**src/rtl/hazard_pkg.sv**
```systemverilog
// hazard_pkg
// Shared types and constants for the hazard scoreboard slice.
//   fwd_sel_e  : EX operand source select (register file, WB, MEM).
//   LAT_ALU    : result latency of a single-cycle ALU op.
//   LAT_LOAD   : result latency of a load.
//   ex_slot_t  : bookkeeping for the instruction issued last cycle, kept so
//                a taken branch can undo its scoreboard write.
package hazard_pkg;

    typedef enum logic [1:0] {
        FWD_RF  = 2'b00,
        FWD_WB  = 2'b01,
        FWD_MEM = 2'b10
    } fwd_sel_e;

    localparam int LAT_ALU  = 1;
    localparam int LAT_LOAD = 2;

    // Field widths of the EX slot. They bound REG_ADDR_W and LAT_W of any
    // scoreboard instance that uses this package.
    localparam int SLOT_RD_W  = 5;
    localparam int SLOT_CNT_W = 4;

    typedef struct packed {
        logic                  valid;
        logic [SLOT_RD_W-1:0]  rd;
        logic [SLOT_CNT_W-1:0] prev_cnt;
        logic                  is_mc;
    } ex_slot_t;

endpackage

```
**src/rtl/hazard_fwd_sel.sv**
```systemverilog
// hazard_fwd_sel
// Combinational EX operand forward select for one source operand.
//   ex_rs        : EX-stage source register index.
//   rd_mem/regwrite_mem : destination and write enable of the MEM-stage op.
//   rd_wb/regwrite_wb   : destination and write enable of the WB-stage op.
//   sel          : FWD_MEM, FWD_WB or FWD_RF; MEM wins over WB, x0 never
//                  forwards.
module hazard_fwd_sel
    import hazard_pkg::*;
#(
    parameter int REG_ADDR_W = 5
) (
    input  logic [REG_ADDR_W-1:0] ex_rs,
    input  logic [REG_ADDR_W-1:0] rd_mem,
    input  logic                  regwrite_mem,
    input  logic [REG_ADDR_W-1:0] rd_wb,
    input  logic                  regwrite_wb,
    output logic [1:0]            sel
);

    always_comb begin
        sel = FWD_RF;
        if (regwrite_mem && (rd_mem != '0) && (rd_mem == ex_rs)) begin
            sel = FWD_MEM;
        end else if (regwrite_wb && (rd_wb != '0) && (rd_wb == ex_rs)) begin
            sel = FWD_WB;
        end
    end

endmodule

```
**src/rtl/hazard_scoreboard.sv**
```systemverilog
// hazard_scoreboard
// Per-register latency scoreboard beside the ID/EX boundary.
//   clk, rst_n       : rising-edge clock, asynchronous active-low reset.
//   id_*             : instruction currently in ID (sources, destination,
//                      result latency, multi-cycle unit use).
//   ex_rs1/ex_rs2    : EX-stage sources for forwarding.
//   rd_MEM/RegWrite_MEM, rd_WB/RegWrite_WB : downstream writers.
//   PCSrc            : taken branch resolved in MEM.
//   stall            : hold PC and IF/ID, bubble into EX.
//   flush            : squash IF/ID and ID/EX.
//   forwardA/B       : EX operand selects.
//   mc_busy          : multi-cycle unit occupied.
//   mc_kill          : abort the multi-cycle op issued last cycle.
module hazard_scoreboard
    import hazard_pkg::*;
#(
    parameter int NUM_REGS   = 32,
    parameter int REG_ADDR_W = 5,
    parameter int MAX_LAT    = 8,
    parameter int LAT_W      = $clog2(MAX_LAT + 1)
) (
    input  logic                  clk,
    input  logic                  rst_n,
    input  logic                  id_valid,
    input  logic [REG_ADDR_W-1:0] id_rs1,
    input  logic [REG_ADDR_W-1:0] id_rs2,
    input  logic                  id_uses_rs1,
    input  logic                  id_uses_rs2,
    input  logic [REG_ADDR_W-1:0] id_rd,
    input  logic                  id_regwrite,
    input  logic [LAT_W-1:0]      id_lat,
    input  logic                  id_is_mc,
    input  logic [REG_ADDR_W-1:0] ex_rs1,
    input  logic [REG_ADDR_W-1:0] ex_rs2,
    input  logic [REG_ADDR_W-1:0] rd_MEM,
    input  logic                  RegWrite_MEM,
    input  logic [REG_ADDR_W-1:0] rd_WB,
    input  logic                  RegWrite_WB,
    input  logic                  PCSrc,
    output logic                  stall,
    output logic                  flush,
    output logic [1:0]            forwardA,
    output logic [1:0]            forwardB,
    output logic                  mc_busy,
    output logic                  mc_kill
);

    // Every encodable index gets an entry so ID indices never fall outside
    // the array; x0 and indices >= NUM_REGS are held at zero.
    localparam int NUM_IDX = 2 ** REG_ADDR_W;

    logic [LAT_W-1:0]      pending_reg  [NUM_IDX];
    logic [LAT_W-1:0]      pending_next [NUM_IDX];
    logic [LAT_W-1:0]      mc_cnt_reg;
    logic [LAT_W-1:0]      mc_cnt_next;
    ex_slot_t              slot_reg;
    ex_slot_t              slot_next;

    logic [LAT_W-1:0]      lat_n;
    logic                  raw_rs1;
    logic                  raw_rs2;
    logic                  waw;
    logic                  struct_haz;
    logic                  issue;
    logic                  issue_wr;
    logic                  rollback;
    logic [REG_ADDR_W-1:0] slot_rd;
    logic                  fwd_en;

    function automatic logic [LAT_W-1:0] sat_dec(input logic [LAT_W-1:0] v);
        return (v == '0) ? '0 : v - 1'b1;
    endfunction

    // Clamp the requested latency into [LAT_ALU, MAX_LAT].
    always_comb begin
        if (id_lat < LAT_W'(LAT_ALU)) begin
            lat_n = LAT_W'(LAT_ALU);
        end else if (id_lat > LAT_W'(MAX_LAT)) begin
            lat_n = LAT_W'(MAX_LAT);
        end else begin
            lat_n = id_lat;
        end
    end

    // A count of 1 means the result is forwardable from MEM next cycle, so
    // only counts above 1 block a reader.
    assign raw_rs1    = id_uses_rs1 && (id_rs1 != '0) && (pending_reg[id_rs1] > LAT_W'(1));
    assign raw_rs2    = id_uses_rs2 && (id_rs2 != '0) && (pending_reg[id_rs2] > LAT_W'(1));
    // Younger writer must not complete before an older one to the same reg.
    assign waw        = id_regwrite && (id_rd != '0) && (pending_reg[id_rd] > lat_n);
    assign struct_haz = id_is_mc && (mc_cnt_reg > LAT_W'(1));

    assign stall    = id_valid && !PCSrc && (raw_rs1 || raw_rs2 || waw || struct_haz);
    assign issue    = id_valid && !PCSrc && !stall;
    assign issue_wr = issue && id_regwrite && (id_rd != '0);
    assign rollback = PCSrc && slot_reg.valid;
    assign slot_rd  = REG_ADDR_W'(slot_reg.rd);

    assign flush    = PCSrc && rst_n;
    assign mc_kill  = rollback && slot_reg.is_mc;
    assign mc_busy  = (mc_cnt_reg != '0);

    // Per-entry next value: issue write beats rollback beats decrement. An
    // issue and a rollback never coincide because PCSrc blocks issue.
    for (genvar gi = 0; gi < NUM_IDX; gi++) begin : g_entry
        if ((gi == 0) || (gi >= NUM_REGS)) begin : g_untracked
            assign pending_next[gi] = '0;
        end else begin : g_tracked
            assign pending_next[gi] =
                (issue_wr && (id_rd == REG_ADDR_W'(gi))) ? lat_n :
                (rollback && (slot_rd == REG_ADDR_W'(gi))) ? sat_dec(LAT_W'(slot_reg.prev_cnt)) :
                sat_dec(pending_reg[gi]);
        end
    end

    always_comb begin
        mc_cnt_next = sat_dec(mc_cnt_reg);
        if (issue && id_is_mc) begin
            mc_cnt_next = lat_n;
        end
        if (mc_kill) begin
            mc_cnt_next = '0;
        end
    end

    // The slot also records multi-cycle ops that write no register, so a
    // branch can still kill them; rd stays 0 and its rollback is a no-op.
    always_comb begin
        slot_next = '0;
        if (issue && (issue_wr || id_is_mc)) begin
            slot_next.valid = 1'b1;
            slot_next.is_mc = id_is_mc;
            if (issue_wr) begin
                slot_next.rd       = SLOT_RD_W'(id_rd);
                slot_next.prev_cnt = SLOT_CNT_W'(sat_dec(pending_reg[id_rd]));
            end
        end
    end

    always_ff @(posedge clk or negedge rst_n) begin
        if (!rst_n) begin
            for (int i = 0; i < NUM_IDX; i++) begin
                pending_reg[i] <= '0;
            end
            mc_cnt_reg <= '0;
            slot_reg   <= '0;
        end else begin
            for (int i = 0; i < NUM_IDX; i++) begin
                pending_reg[i] <= pending_next[i];
            end
            mc_cnt_reg <= mc_cnt_next;
            slot_reg   <= slot_next;
        end
    end

    // Forwarding is held at the register file while reset is asserted.
    assign fwd_en = rst_n;

    hazard_fwd_sel #(
        .REG_ADDR_W (REG_ADDR_W)
    ) u_fwd_a (
        .ex_rs        (ex_rs1),
        .rd_mem       (rd_MEM),
        .regwrite_mem (RegWrite_MEM && fwd_en),
        .rd_wb        (rd_WB),
        .regwrite_wb  (RegWrite_WB && fwd_en),
        .sel          (forwardA)
    );

    hazard_fwd_sel #(
        .REG_ADDR_W (REG_ADDR_W)
    ) u_fwd_b (
        .ex_rs        (ex_rs2),
        .rd_mem       (rd_MEM),
        .regwrite_mem (RegWrite_MEM && fwd_en),
        .rd_wb        (rd_WB),
        .regwrite_wb  (RegWrite_WB && fwd_en),
        .sel          (forwardB)
    );

endmodule

```
**config.mk**
```make
export PLATFORM = sky130hd
export DESIGN_NAME = hazard_scoreboard
export DESIGN_NICKNAME = d
export VERILOG_FILES = /design/src/rtl/hazard_pkg.sv /design/src/rtl/hazard_fwd_sel.sv /design/src/rtl/hazard_scoreboard.sv
export SDC_FILE = /design/constraint.sdc
export NUM_CORES = 1
export LEC_CHECK = 0
export CAP_MARGIN = 20
export CORE_ASPECT_RATIO = 1.1
export CORE_MARGIN = 2
export CORE_UTILIZATION = 62
export DETAILED_ROUTE_END_ITERATION = 12
export HOLD_SLACK_MARGIN = 0.1
export PLACE_DENSITY = 0.88
export SETUP_SLACK_MARGIN = 0.3
export SKIP_LAST_GASP = 1
export SYNTH_ARGS = -nofsm -noshare
export SYNTH_HDL_FRONTEND = slang
export SYNTH_SLANG_ARGS = --single-unit
```
**constraint.sdc**
```tcl
create_clock -name clk -period 6.9 [get_ports clk]
set_input_delay 1.38 -clock clk [delete_from_list [all_inputs] [get_ports clk]]
set_output_delay 1.38 -clock clk [all_outputs]
set_load 0.02 [all_outputs]
```
==> key figures <==
Status
  • Result of the run: complete, no violations

Routing
  • Violation count after the first detailed-routing iteration: 1477
  • Number of nets still failing antenna checks after routing: 0
  • DR DRC count: 0
  • Vias/cell: 7.326
  • Via count: 10234
  • Total Routed Length: 33.65 mm
  • DR WL/cell: 24.09 um
  • Count of TritonRoute iterations in the first routing pass: 8

Worst setup path
  • Worst R2R Setup Slack: 2.53 ns
  • Maximum fanout along the worst path: 28
  • Data required time at the worst endpoint: 5.52 ns
  • WS Path Type: in2out
  • Worst-case reg-to-reg path depth: 14
  • Capturing element type of the critical path: output port
  • Source of the worst register-to-register timing path: pending_reg[15]
  • Startpoint class of the critical path: primary input
  • Capture point of the worst reg-to-reg path: pending_reg[110]
  • Data arrival time of the worst path: 5.00 ns

CTS
  • Clk slew on worst S/H paths: 0.06 ns
  • CTS H-tree depth: 4
  • TritonCTS Buffers: 17
  • Insertion delay of the later-clocked pin in the worst-skew pair: 0.44 ns
  • Clock tree buffer depth: 2
  • Count of clock tree sinks: 139
  • Total setup buffers inserted after CTS: 0
  • Clock Tree Root: clkbuf_16
  • TritonCTS clock tree: done
  • Number of buffers inserted for hold repair after clock tree synthesis: 0

Min path
  • WHS Endpoint: mc_cnt_reg[0]
  • Worst hold-check path type: reg2reg
  • Launch instance of the worst min-delay path: mc_cnt_reg[0]
  • Hold Path Depth: 1

Yosys
  • Area fraction of the dominant cell type after synthesis: 33.14%
  • Main area contributors after synthesis: dfrtp_1, mux2i_1, a21oi_1
  • Most repeated cell in the gate-level netlist after synthesis: mux2i_1
  • Number of distinct standard cells referenced by the synthesized netlist: 72
  • Post-synthesis sequential element count: 139
  • Share of async-settable or async-resettable flops after synthesis: 100.0%
  • Synthesized cell area: 0.01050 sq mm
  • Primary FF master, synth: dfrtp_1
  • Top post-synthesis cells by count: mux2i_1, dfrtp_1, a21oi_1
  • Synthesized netlist net count: 1206
  • Post-synthesis area per instance: 9.111 sq um
  • Area leader, netlist: dfrtp_1
  • Sequential fraction of the synthesis area: 33.14%
  • Post-synthesis cell count: 1152
  • Number of synthesized flops with an enable pin: 0
  • Warnings, synthesis: 0

Die
  • Die width: 128.1 um
  • Initial standard-cell utilization of the core: 63.64%
  • Die Outline Area: 0.01799 sq mm
  • I/O pin total: 57
  • Std-Cell Core Area: 0.01649 sq mm
  • Die Span Y: 140.5 um
  • Number of rows created at floorplan: 49

STA
  • Clock skew after layout: 0.01344 ns
  • Setup TNS: 0 ns
  • Max frequency: 0.1566 GHz
  • Final setup violation count: 0
  • Worst-Margin Slew: 1.043 ns
  • Max-slew violation total from the final report: 0
  • Final period demand of the worst path: 6.385 ns
  • Unrepaired setup endpoints after global routing: false
  • Post-route fraction of the period consumed by the critical path: 92.53%
  • Hold violation count in the final report: 0
  • Worst hold margin: 0.5802 ns
  • Max-Slew Margin vs Limit: 29.91%

Place
  • Post-DP Area: 0.01122 sq mm
  • DPL Wire Length: 23.21 mm
  • Input/output buffers: 56
  • Final GP Congestion: 1.029

Global routing
  • Global-route wire length before repair: 52.56 mm
  • Maximum number of pins on one net before global-route repair: 83
  • Overflow left after global routing: 0
  • Via count of the first global-routing pass: 9669
  • Antenna violations before repair: 0
  • GRT Overall Usage: 37.83%

Power
  • Power, Total: 2815 uW
  • Standby leakage power: 0.005301 uW
  • Pwr per Cell Area: 237.7 mW/mm^2
  • Maximum vdd drop: 199.6 uV

Layout
  • Post-Layout Inst Area: 0.01184 sq mm
  • Antenna cells: 0
  • Post-layout nets: 1234
  • Max reg flops: 124
  • Share of cells above drive strength 1: 13.16%
  • Area growth from synthesis to layout: 12.81%

Job
  • Number of max-cap violations: 0
-- cell usage in the layout (no fill, tap or decap), types with 4 or more instances in the layout --
cell             netlist  final
mux2i_1              143    143
nor2_1                78     77
nand3b_1               4      4
a32oi_1                4      4
or2_2                  4      4
buf_4                  0     22
o211ai_1               5      5
or4_1                  5      5
mux4_2                28     28
nand3_1               29     29
o31ai_1               26     24
nand2_1               57     57
o21ai_0               79     79
nor3_1                98     98
o22ai_1                7      6
nor3b_1                4      4
a31oi_1                4      4
nand4_1               15     15
nor2b_1               14     14
clkbuf_16              0     17
o21a_1                 4      4
xor2_1                13     13
ha_1                   5      5
mux2_2                31     31
clkdlybuf4s50_1        0     53
and2_1                 9      9
clkinvlp_4             0      6
o311ai_0               9      9
or4b_2                15     15
or3_1                  6      6
a211oi_1               6      6
xnor2_1                8      8
dfrtp_1              139    139
nand2b_1              27     27
nor4_1                13     13
inv_1                 11     11
a21oi_1              126    126
-- critical path, stage by stage --
cell,delay [ns]
buf_4,0.26
buf_12,0.23
mux4_2,0.53
mux2i_1,0.24
and2_0,0.17
o211ai_1,0.08
o21ai_0,0.08
buf_4,0.15
inv_1,0.05
ha_1,0.31
nand2_1,0.08
nor3_1,0.20
a21o_1,0.15
a21oi_1,0.07
a21o_1,0.23
a21oi_1,0.16
clkdlybuf4s50_1,0.63
-- final cells by class --
class                      count  area [sq um]
inverter                      12         45.04
timing repair buffer          81         787.0
fill                        1199          4651
sequential                   139          3478
clock inverter                14         146.4
tap                          204         255.2
multi-input combinational    929          6690
clock buffer                  18         439.2
-- layer usage --
metal	global-route usage [%]	vias to the layer above	part of all wire (%)	wire length, um
li1	-	4444	-	-
met1	46.62	4776	36	11990
met2	60.32	788	46	15510
met3	8.136	226	11	3585
met4	24.12	0	7.6	2560
met5	0	-	0	0
-- cells by family after synthesis --
kind of cell | share of synthesized area [%]
AOI/OAI and AO/OA | 17.01
muxes | 23.57
adders and majority gates | 0.5960
buffers and inverters | 3.421
and+or+nand+nor | 20.52
xor gates and xnor gates | 1.752
DFF | 33.14
-- power by group --
group | switching (uW) | internal (uW)
clock network | 385 | 540
registers | 184 | 920
logic | 444 | 342
total | 1010 | 1800
-- worst max-delay path by stage --
stage,start,end,slack (ns),cells past startpoint
global placement,id_rd[0],stall,0.36,14
detailed placement,id_rd[0],stall,0.33,14
CTS,id_rd[0],stall,0.45,14
global route,id_rd[0],stall,0.34,17
finish,id_rd[0],stall,0.52,17
floorplan,id_rd[0],stall,0.33,17
-- through the flow --
step | setup WS, ns | instances | utilization (%)
final | 0.5155 | 1397 | 71.80
after global routing | 0.3445 | 1397 | 71.80
after CTS | 0.4474 | 1396 | 71.58
after detailed placement | 0.3328 | 1364 | 68.01
after global placement | 0.3600 | 1363 | 67.98
after floorplan | 0.3336 | 1152 | -
-- what timing repair did --
action,4_1_cts,5_1_grt
pin swaps,0,0
endpoints found under the hold margin,0,0
resized for setup,1,2
setup endpoints to repair,1,1
cloned,0,0
Note: power is estimated with default switching activity, not from simulation.
